## src/rtl/raster_fetch_if.sv

```systemverilog
`default_nettype none
// ============================================================================
//  Module      : raster_fetch_if
//  Description : Assembled-triangle stream from raster_fetch to the transform
//                stage: three vertices, owning instance transform and id,
//                carried over a valid/ready handshake.
//  Revision    : 1.0 - initial release
// ============================================================================
interface raster_fetch_if #(
    parameter int VTX_W   = 108,
    parameter int TRANS_W = 384,
    parameter int IID_W   = 8
) ();
    logic               out_valid;
    logic               out_ready;
    logic [VTX_W-1:0]   out_v0;
    logic [VTX_W-1:0]   out_v1;
    logic [VTX_W-1:0]   out_v2;
    logic [TRANS_W-1:0] out_transform;
    logic [IID_W-1:0]   out_inst;

    // Producer side (raster_fetch)
    modport master (
        output out_valid, out_v0, out_v1, out_v2, out_transform, out_inst,
        input  out_ready
    );

    // Consumer side (transform stage)
    modport slave (
        input  out_valid, out_v0, out_v1, out_v2, out_transform, out_inst,
        output out_ready
    );
endinterface
`default_nettype wire

```

## src/rtl/raster_fetch.sv

```systemverilog
`default_nettype none
// ============================================================================
//  Module      : raster_fetch
//  Description : Render-domain walker over raster_mem. Visits instances
//                0..inst_count-1, reads each instance descriptor, fetches every
//                triangle index triple and its three vertices, and streams the
//                assembled triangle plus instance transform downstream.
//  Revision    : 1.0 - initial release
// ============================================================================
module raster_fetch #(
    parameter int MAX_VERT = 8192,
    parameter int MAX_TRI  = 8192,
    parameter int MAX_INST = 256,
    parameter int VIDX_W   = 12,
    parameter int TIDX_W   = 12,
    parameter int VTX_W    = 108,
    parameter int TRANS_W  = 384,
    parameter int DESC_LAT = 3,
    parameter int VA_W     = $clog2(MAX_VERT),
    parameter int TA_W     = $clog2(MAX_TRI),
    parameter int IID_W    = $clog2(MAX_INST)
) (
    input  logic                clk,
    input  logic                rst_render,

    input  logic                start,
    input  logic [IID_W:0]      inst_count,
    output logic                busy,
    output logic                done,

    output logic [IID_W-1:0]    inst_id_rd,
    input  logic [TRANS_W-1:0]  transform_in,
    input  logic [VA_W-1:0]     vert_base_in,
    input  logic [VIDX_W-1:0]   vert_count_in,
    input  logic [TA_W-1:0]     tri_base_in,
    input  logic [TIDX_W-1:0]   tri_count_in,

    output logic [TA_W-1:0]     tri_addr_rd,
    input  logic [3*VIDX_W-1:0] idx_tri_in,

    output logic [VA_W-1:0]     vert_addr_rd,
    input  logic [VTX_W-1:0]    vert_in,

    raster_fetch_if.master      tri_out,

    output logic [15:0]         bad_idx_cnt
);

    // ------------------------------------------------------------------------
    // State encoding
    // ------------------------------------------------------------------------
    localparam logic [3:0] c_idle      = 4'd0;
    localparam logic [3:0] c_inst_rd   = 4'd1;
    localparam logic [3:0] c_inst_wait = 4'd2;
    localparam logic [3:0] c_tri_rd    = 4'd3;
    localparam logic [3:0] c_tri_cap   = 4'd4;
    localparam logic [3:0] c_v0        = 4'd5;
    localparam logic [3:0] c_v1        = 4'd6;
    localparam logic [3:0] c_v2        = 4'd7;
    localparam logic [3:0] c_v_cap     = 4'd8;
    localparam logic [3:0] c_emit      = 4'd9;
    localparam logic [3:0] c_done      = 4'd10;

    localparam int              WAIT_W      = $clog2(DESC_LAT + 1);
    localparam logic [WAIT_W-1:0] c_wait_last = WAIT_W'(DESC_LAT - 1);

    // ------------------------------------------------------------------------
    // Registers
    // ------------------------------------------------------------------------
    logic [3:0]         r_state;
    logic [IID_W:0]     r_inst_ctr;
    logic [IID_W:0]     r_inst_count;
    logic [WAIT_W-1:0]  r_wait;
    logic [TIDX_W-1:0]  r_tri_ctr;
    logic [TIDX_W-1:0]  r_tri_count;
    logic [VA_W-1:0]    r_vert_base;
    logic [VIDX_W-1:0]  r_vert_count;
    logic [TA_W-1:0]    r_tri_base;
    logic [TRANS_W-1:0] r_transform;
    logic [VIDX_W-1:0]  r_i0;
    logic [VIDX_W-1:0]  r_i1;
    logic [VIDX_W-1:0]  r_i2;
    logic [VTX_W-1:0]   r_v0;
    logic [VTX_W-1:0]   r_v1;
    logic [VTX_W-1:0]   r_v2;
    logic [15:0]        r_bad_cnt;

    // ------------------------------------------------------------------------
    // Combinational helpers
    // ------------------------------------------------------------------------
    logic [3:0]         w_state_nxt;
    logic [3:0]         w_after_inst;
    logic [3:0]         w_after_tri;
    logic [IID_W:0]     w_inst_next;
    logic [TIDX_W-1:0]  w_tri_next;
    logic               w_inst_last;
    logic               w_tri_last;
    logic               w_wait_last;
    logic               w_xfer;
    logic               w_bad;
    logic [VIDX_W-1:0]  w_i0;
    logic [VIDX_W-1:0]  w_i1;
    logic [VIDX_W-1:0]  w_i2;

    assign w_i0 = idx_tri_in[VIDX_W-1:0];
    assign w_i1 = idx_tri_in[2*VIDX_W-1:VIDX_W];
    assign w_i2 = idx_tri_in[3*VIDX_W-1:2*VIDX_W];

    // A triple is dropped when any index lies outside the instance's vertex buffer
    assign w_bad = (w_i0 >= r_vert_count) || (w_i1 >= r_vert_count) ||
                   (w_i2 >= r_vert_count);

    assign w_inst_next = r_inst_ctr + 1'b1;
    assign w_tri_next  = r_tri_ctr + 1'b1;
    assign w_inst_last = (w_inst_next == r_inst_count);
    assign w_tri_last  = (w_tri_next == r_tri_count);
    assign w_wait_last = (r_wait == c_wait_last);
    assign w_xfer      = (r_state == c_emit) && tri_out.out_ready;

    // NEXT_INST and NEXT_TRI cost no cycle: they collapse into these targets
    assign w_after_inst = w_inst_last ? c_done : c_inst_rd;
    assign w_after_tri  = w_tri_last ? w_after_inst : c_tri_rd;

    // Next-state decision
    always_comb begin
        w_state_nxt = r_state;
        case (r_state)
            c_idle: begin
                if (start) begin
                    w_state_nxt = (inst_count == '0) ? c_done : c_inst_rd;
                end
            end
            c_inst_rd:   w_state_nxt = c_inst_wait;
            c_inst_wait: begin
                if (w_wait_last) begin
                    w_state_nxt = (tri_count_in == '0) ? w_after_inst : c_tri_rd;
                end
            end
            c_tri_rd:    w_state_nxt = c_tri_cap;
            c_tri_cap:   w_state_nxt = w_bad ? w_after_tri : c_v0;
            c_v0:        w_state_nxt = c_v1;
            c_v1:        w_state_nxt = c_v2;
            c_v2:        w_state_nxt = c_v_cap;
            c_v_cap:     w_state_nxt = c_emit;
            c_emit: begin
                if (w_xfer) begin
                    w_state_nxt = w_after_tri;
                end
            end
            c_done:      w_state_nxt = c_idle;
            default:     w_state_nxt = c_idle;
        endcase
    end

    // State register, walk counters and per-instance descriptor capture
    always_ff @(posedge clk) begin
        if (rst_render) begin
            r_state      <= c_idle;
            r_inst_ctr   <= '0;
            r_inst_count <= '0;
            r_wait       <= '0;
            r_tri_ctr    <= '0;
            r_tri_count  <= '0;
            r_vert_base  <= '0;
            r_vert_count <= '0;
            r_tri_base   <= '0;
            r_transform  <= '0;
        end else begin
            r_state <= w_state_nxt;
            case (r_state)
                c_idle: begin
                    if (start) begin
                        r_inst_count <= inst_count;
                        r_inst_ctr   <= '0;
                    end
                end
                c_inst_rd: begin
                    r_wait <= '0;
                end
                c_inst_wait: begin
                    r_wait <= r_wait + 1'b1;
                    if (w_wait_last) begin
                        r_transform  <= transform_in;
                        r_vert_base  <= vert_base_in;
                        r_vert_count <= vert_count_in;
                        r_tri_base   <= tri_base_in;
                        r_tri_count  <= tri_count_in;
                        r_tri_ctr    <= '0;
                        if (tri_count_in == '0) begin
                            r_inst_ctr <= w_inst_next;
                        end
                    end
                end
                c_tri_cap: begin
                    if (w_bad) begin
                        r_tri_ctr <= w_tri_next;
                        if (w_tri_last) begin
                            r_inst_ctr <= w_inst_next;
                        end
                    end
                end
                c_emit: begin
                    if (w_xfer) begin
                        r_tri_ctr <= w_tri_next;
                        if (w_tri_last) begin
                            r_inst_ctr <= w_inst_next;
                        end
                    end
                end
                default: begin
                end
            endcase
        end
    end

    // Index triple and vertex capture; each vertex lands one cycle after its address
    always_ff @(posedge clk) begin
        if (rst_render) begin
            r_i0 <= '0;
            r_i1 <= '0;
            r_i2 <= '0;
            r_v0 <= '0;
            r_v1 <= '0;
            r_v2 <= '0;
        end else begin
            case (r_state)
                c_tri_cap: begin
                    r_i0 <= w_i0;
                    r_i1 <= w_i1;
                    r_i2 <= w_i2;
                end
                c_v1:    r_v0 <= vert_in;
                c_v2:    r_v1 <= vert_in;
                c_v_cap: r_v2 <= vert_in;
                default: begin
                end
            endcase
        end
    end

    // Dropped-triangle counter, sticks at all-ones
    always_ff @(posedge clk) begin
        if (rst_render) begin
            r_bad_cnt <= '0;
        end else if ((r_state == c_tri_cap) && w_bad && (r_bad_cnt != 16'hFFFF)) begin
            r_bad_cnt <= r_bad_cnt + 16'd1;
        end
    end

    // Read addresses are driven only in the states that own them, zero otherwise
    always_comb begin
        inst_id_rd   = '0;
        tri_addr_rd  = '0;
        vert_addr_rd = '0;
        case (r_state)
            c_inst_rd, c_inst_wait: inst_id_rd = r_inst_ctr[IID_W-1:0];
            c_tri_rd:    tri_addr_rd  = r_tri_base + TA_W'(r_tri_ctr);
            c_v0:        vert_addr_rd = r_vert_base + VA_W'(r_i0);
            c_v1:        vert_addr_rd = r_vert_base + VA_W'(r_i1);
            c_v2:        vert_addr_rd = r_vert_base + VA_W'(r_i2);
            default: begin
            end
        endcase
    end

    assign busy        = (r_state != c_idle) && (r_state != c_done);
    assign done        = (r_state == c_done);
    assign bad_idx_cnt = r_bad_cnt;

    // Output payload comes straight from registers, so it holds while stalled
    assign tri_out.out_valid     = (r_state == c_emit);
    assign tri_out.out_v0        = r_v0;
    assign tri_out.out_v1        = r_v1;
    assign tri_out.out_v2        = r_v2;
    assign tri_out.out_transform = r_transform;
    assign tri_out.out_inst      = r_inst_ctr[IID_W-1:0];

endmodule
`default_nettype wire
```

## src/flat_wrapper.sv

```systemverilog
// flat-port wrapper written by rule: the top's interface ports become plain ports
module raster_fetch_flat 
#(
    parameter int MAX_VERT = 8192,
    parameter int MAX_TRI  = 8192,
    parameter int MAX_INST = 256,
    parameter int VIDX_W   = 12,
    parameter int TIDX_W   = 12,
    parameter int VTX_W    = 108,
    parameter int TRANS_W  = 384,
    parameter int DESC_LAT = 3,
    parameter int VA_W     = $clog2(MAX_VERT),
    parameter int TA_W     = $clog2(MAX_TRI),
    parameter int IID_W    = $clog2(MAX_INST)
)
  (clk, rst_render, start, inst_count, busy, done, inst_id_rd, transform_in, vert_base_in, vert_count_in, tri_base_in, tri_count_in, tri_addr_rd, idx_tri_in, vert_addr_rd, vert_in, bad_idx_cnt, tri_out_out_valid, tri_out_out_v0, tri_out_out_v1, tri_out_out_v2, tri_out_out_transform, tri_out_out_inst, tri_out_out_ready);
  raster_fetch_if #(.VTX_W(VTX_W), .TRANS_W(TRANS_W), .IID_W(IID_W)) tri_out_i ();
  input  logic clk;
  input  logic rst_render;
  input  logic start;
  input  logic [IID_W:0] inst_count;
  output logic busy;
  output logic done;
  output logic [IID_W-1:0] inst_id_rd;
  input  logic [TRANS_W-1:0] transform_in;
  input  logic [VA_W-1:0] vert_base_in;
  input  logic [VIDX_W-1:0] vert_count_in;
  input  logic [TA_W-1:0] tri_base_in;
  input  logic [TIDX_W-1:0] tri_count_in;
  output logic [TA_W-1:0] tri_addr_rd;
  input  logic [3*VIDX_W-1:0] idx_tri_in;
  output logic [VA_W-1:0] vert_addr_rd;
  input  logic [VTX_W-1:0] vert_in;
  output logic [15:0] bad_idx_cnt;
  output wire logic [$bits(tri_out_i.out_valid)-1:0] tri_out_out_valid;
  output wire logic [$bits(tri_out_i.out_v0)-1:0] tri_out_out_v0;
  output wire logic [$bits(tri_out_i.out_v1)-1:0] tri_out_out_v1;
  output wire logic [$bits(tri_out_i.out_v2)-1:0] tri_out_out_v2;
  output wire logic [$bits(tri_out_i.out_transform)-1:0] tri_out_out_transform;
  output wire logic [$bits(tri_out_i.out_inst)-1:0] tri_out_out_inst;
  input wire logic [$bits(tri_out_i.out_ready)-1:0] tri_out_out_ready;
  assign tri_out_out_valid = tri_out_i.out_valid;
  assign tri_out_out_v0 = tri_out_i.out_v0;
  assign tri_out_out_v1 = tri_out_i.out_v1;
  assign tri_out_out_v2 = tri_out_i.out_v2;
  assign tri_out_out_transform = tri_out_i.out_transform;
  assign tri_out_out_inst = tri_out_i.out_inst;
  assign tri_out_i.out_ready = tri_out_out_ready;
  raster_fetch #(.MAX_VERT(MAX_VERT), .MAX_TRI(MAX_TRI), .MAX_INST(MAX_INST), .VIDX_W(VIDX_W), .TIDX_W(TIDX_W), .VTX_W(VTX_W), .TRANS_W(TRANS_W), .DESC_LAT(DESC_LAT), .VA_W(VA_W), .TA_W(TA_W), .IID_W(IID_W)) u_core (.clk(clk), .rst_render(rst_render), .start(start), .inst_count(inst_count), .busy(busy), .done(done), .inst_id_rd(inst_id_rd), .transform_in(transform_in), .vert_base_in(vert_base_in), .vert_count_in(vert_count_in), .tri_base_in(tri_base_in), .tri_count_in(tri_count_in), .tri_addr_rd(tri_addr_rd), .idx_tri_in(idx_tri_in), .vert_addr_rd(vert_addr_rd), .vert_in(vert_in), .tri_out(tri_out_i), .bad_idx_cnt(bad_idx_cnt));
endmodule
```

## config.mk

```make
export PLATFORM = sky130hd
export DESIGN_NAME = raster_fetch_flat
export DESIGN_NICKNAME = d
export VERILOG_FILES = /design/src/rtl/raster_fetch_if.sv /design/src/rtl/raster_fetch.sv /design/src/flat_wrapper.sv
export SDC_FILE = /design/constraint.sdc
export NUM_CORES = 2
export LEC_CHECK = 0
export BUFFER_PORTS_ARGS = -buffer_cell sky130_fd_sc_hd__buf_2
export CAP_MARGIN = 20
export CORE_AREA = 2 2 523 525
export DETAILED_ROUTE_END_ITERATION = 8
export DIE_AREA = 0 0 525 527
export SYNTH_ARGS = -nofsm -noshare
export SYNTH_HDL_FRONTEND = slang
export SYNTH_SLANG_ARGS = --single-unit
```

## constraint.sdc

```tcl
create_clock -name clk -period 5.94 [get_ports clk]
set_input_delay 1.188 -clock clk [delete_from_list [all_inputs] [get_ports clk]]
set_output_delay 1.188 -clock clk [all_outputs]
set_load 0.01 [all_outputs]
```

==> key figures <==
Min path
  – Min-delay worst type: reg2reg
  – Hold path cells: 2
  – Hold wc startpoint: u_core.tri_out.out_transform[211]
  – Hold Crit Endpoint: u_core.tri_out.out_transform[211]

STA
  – Worst Slack Setup Final: around 350 ps
  – Final setup TNS: 0 ps
  – Skew final: 84.5 ps
  – Fmax: 179 MHz
  – Final Hold Viols: 0
  – Min cycle time layout: ~5600 ps
  – Relative slew slack: 23.0%
  – Setup violations, final: 0
  – Worst slew pin tran: between 1000 and 1500 ps
  – RSZ-0062 raised after global routing: no
  – Final slew viol count: 0
  – Fin crit share: 94.1%

Global routing
  – Overflow after GRT: 0
  – First-pass GRT wire length: 269 mm
  – Total global-route track usage: 14.0%
  – Largest net degree at the start of global routing: 200
  – Initial antenna violation count: 104
  – Number of global-route vias before repair: around 32000

CTS
  – H-tree Lvls: 3
  – Clk pin slew, worst setup/hold paths: approximately 60 ps
  – CTS Hold Bufs: 0
  – CTS sink cnt: around 850
  – Max Buffers Root-to-Sink: 4
  – Clk Latency, worst-skew pair: about 860 ps
  – Clock Tree Root: clkbuf_16
  – CTS Buf Count: approximately 110
  – Post-CTS Setup Inserts: 0
  – CTS tree: done

Logic synthesis
  – Synth area leader: dfxtp_1
  – Yosys warning count: 0
  – Sequential-to-total area share from yosys stat: approximately 52%
  – Post-synth EDFFs: 0
  – Count leader, synth: nand2_1
  – Ys flop type: dfxtp_1
  – Unique masters post-synth: 75
  – Yosys reg bits: approximately 850
  – Top-area cell type share of the netlist area: 52.0%
  – Top post-synthesis cells by area: dfxtp_1 (52%), nand2_1 (19%), a21oi_1 (13%)
  – Async set or reset register ratio after synthesis: 0%
  – Post-Syn Area: between 30000 and 40000 sq um
  – Mapped Nets: ~4900
  – Synth cell count leaders: nand2_1 (1632), dfxtp_1 (846), a21oi_1 (834)
  – Avg Inst Size Synth: 7.75 sq um
  – Post-Syn Instances: ~4200

Outcome
  – Status: completed

Cells and area
  – Non-Filler Instances: slightly above 9000
  – Nets: roughly 6000
  – Layout cells sized above 1: about 30%
  – P&R area growth vs syn: 44.4%

Die
  – Core ar.: 272000 sq um
  – Overall die width: 525 um
  – Io pins: approximately 1400
  – DIE HEIGHT: 527 um
  – Initial Util: roughly an eighth
  – FP Rows: approximately 190
  – Total Die Area: ~280000 sq um

Detailed routing
  – Total number of vias: about 34000
  – WL final: just over 200 mm
  – Drt drc: 0
  – Routed WL per cell: 22.4 um
  – Vias per inst: ~3.8
  – Drt first pass iters: 7
  – Routed Antenna Nets: 0
  – Starting DRT DRC Count: 2585

Critical path
  – Critical path fanouts, max: 17
  – Reg2Reg Setup Slack: approximately 2300 ps
  – WP data arrival: ~4400 ps
  – Slowest stage cell, crit path: a2111oi_2
  – Worst EP required: 4750 ps
  – CP Class: reg2out
  – R2R Path End: u_core.r_inst_ctr[3]
  – Family with the most delay on the worst path: compound AO/OA/AOI/OAI gates
  – RR Startpoint: u_core.r_vert_count[2]
  – CP bufs+invs: 2
  – Critical path capture point type: output port
  – Startpoint Class: register
  – Reg2reg path depth: 11
  – CP max stage delay: 420 ps
  – Critical path, cell by cell: buf_4 > nand2_1 > or2_4 > o22ai_1 > nor2_1 > ha_1 > fa_1 > a21o_1 > a21o_1 > a2111oi_2 > nor3_1 > o31ai_1 > xor2_1 > nor2_1 > buf_2
  – Levels on crit path: 15

Placement
  – Port Buffer Count: approximately 1400
  – Post-DP HPWL: around 160 mm
  – RD Place Congestion: between 0.9 and 1
  – DP Cell Count: slightly below 9000
  – Pre-CTS WS: roughly 940 ps

Power and ir drop
  – Max VDD drop: about 0.00022 V
  – Pwr per Cell Area: 281 nW/um^2
  – Leak: about 19 nW

Run
  – Max Cap Violations: 0
## layout by cell type, fill, tap and decap left out, types with 17 or more instances in the layout
cell,n
a21o_1,20
a21oi_1,834
buf_12,17
buf_2,1358
buf_4,25
clkbuf_16,109
clkbuf_8,18
clkinv_2,20
dfxtp_1,846
diode_2,28
ha_1,64
inv_1,37
nand2_1,1631
nand3_1,34
nor2_1,105
nor3_1,28
nor4_1,17
o21ai_0,32
or3_1,17
xnor2_1,24
xor2_1,25
## power breakdown
group | internal (mW) | switching [mW] | leakage, nW | total, mW
clock network | 4.09 | 2.87 | 1.82 | 6.96
logic | 0.206 | 0.377 | 10.4 | 0.583
registers | 5.68 | 0.00697 | 6.81 | 5.69
## what timing repair did
| action | CTS | global route |
|---|---|---|
| resized for setup | 0 | 3 |
| endpoints found under the hold margin | 0 | 0 |
| setup endpoints to repair | 0 | 4 |
## layout make-up
| cell class | instances | area [sq um] |
|---|---|---|
| Inverter | 37 | 139 |
| Tap cell | 3589 | 4490 |
| Fill cell | 31103 | 225000 |
| Timing Repair Buffer | 1402 | 7350 |
| Sequential cell | 846 | 16900 |
| Clock inverter | 50 | 641 |
| Antenna cell | 28 | 70.1 |
| Multi-Input combinational cell | 3016 | 14300 |
| Clock buffer | 143 | 3040 |
## per-layer routing
layer / wire (um) / GRT usage, % / share of wire (%) / up-vias
met5: 678 / 0 / 0.33 / -
met4: 8090 / 5.19 / 4.0 / 108
met3: 19100 / 5.06 / 9.4 / 361
met2: 99000 / 24.1 / 49 / 1428
met1: 77000 / 15.6 / 38 / 16272
li1: - / - / - / 16291
## metrics by stage
step	hold slack [ps]	power, mW	utilization [%]	instance area, sq um
final	448	13.2	17.3	47000
after global routing	461	13.7	17.3	47000
after CTS	450	13.5	17.3	46900
after detailed placement	443	6.41	15.9	43200
after global placement	438	6.41	15.9	43200
after floorplan	436	5.99	-	32600
## worst max path at each step
| stage | startpoint | to | slack, ps |
|---|---|---|---|
| 5_1_grt | u_core.r_state[2] | vert_addr_rd[12] | 40 |
| 4_1_cts | u_core.r_state[2] | vert_addr_rd[12] | 30 |
| 2_1_floorplan | u_core.r_state[0] | vert_addr_rd[12] | 1090 |
| 3_5_place_dp | u_core.r_state[2] | vert_addr_rd[12] | 940 |
| 3_3_place_gp | u_core.r_state[2] | vert_addr_rd[12] | 940 |
| 6_report | u_core.r_state[2] | vert_addr_rd[12] | 350 |
## registers in the layout (all words and copies together), names as in the netlist
signal / count
u_core.bad_idx_cnt: 16
u_core.r_vert_count: 12
u_core.r_vert_base: 13
u_core.tri_out.out_transform: 384
u_core.r_i2: 12
u_core.r_wait: 2
u_core.tri_out.out_v0: 108
u_core.r_i0: 12
u_core.r_state: 4
u_core.r_i1: 12
u_core.tri_out.out_v1: 108
u_core.r_inst_ctr: 9
u_core.r_tri_ctr: 12
u_core.tri_out.out_v2: 108
u_core.r_tri_base: 13
u_core.r_tri_count: 12
u_core.r_inst_count: 9
## cell families (layout without fill, tap and decap cells)
group / after synthesis / count (layout) / synth area share [%]
AND/OR/NAND/NOR: 1908 / 1908 / 23.3
AO/OA/AOI/OAI: 977 / 977 / 16.1
XOR/XNOR: 50 / 50 / 1.40
other: 0 / 28 / 0
flip-flops: 846 / 846 / 52.0
adder cells (fa/ha/maj): 66 / 66 / 2.58
buffers and inverters: 339 / 1632 / 4.18
multiplexers: 15 / 15 / 0.473
## tightest hold or removal path, cell delays in order (launching register included)
cell	delay, ps
dfxtp_1	300
nand2_1	50
a21oi_1	50
Note: power is estimated with default switching activity, not from simulation.
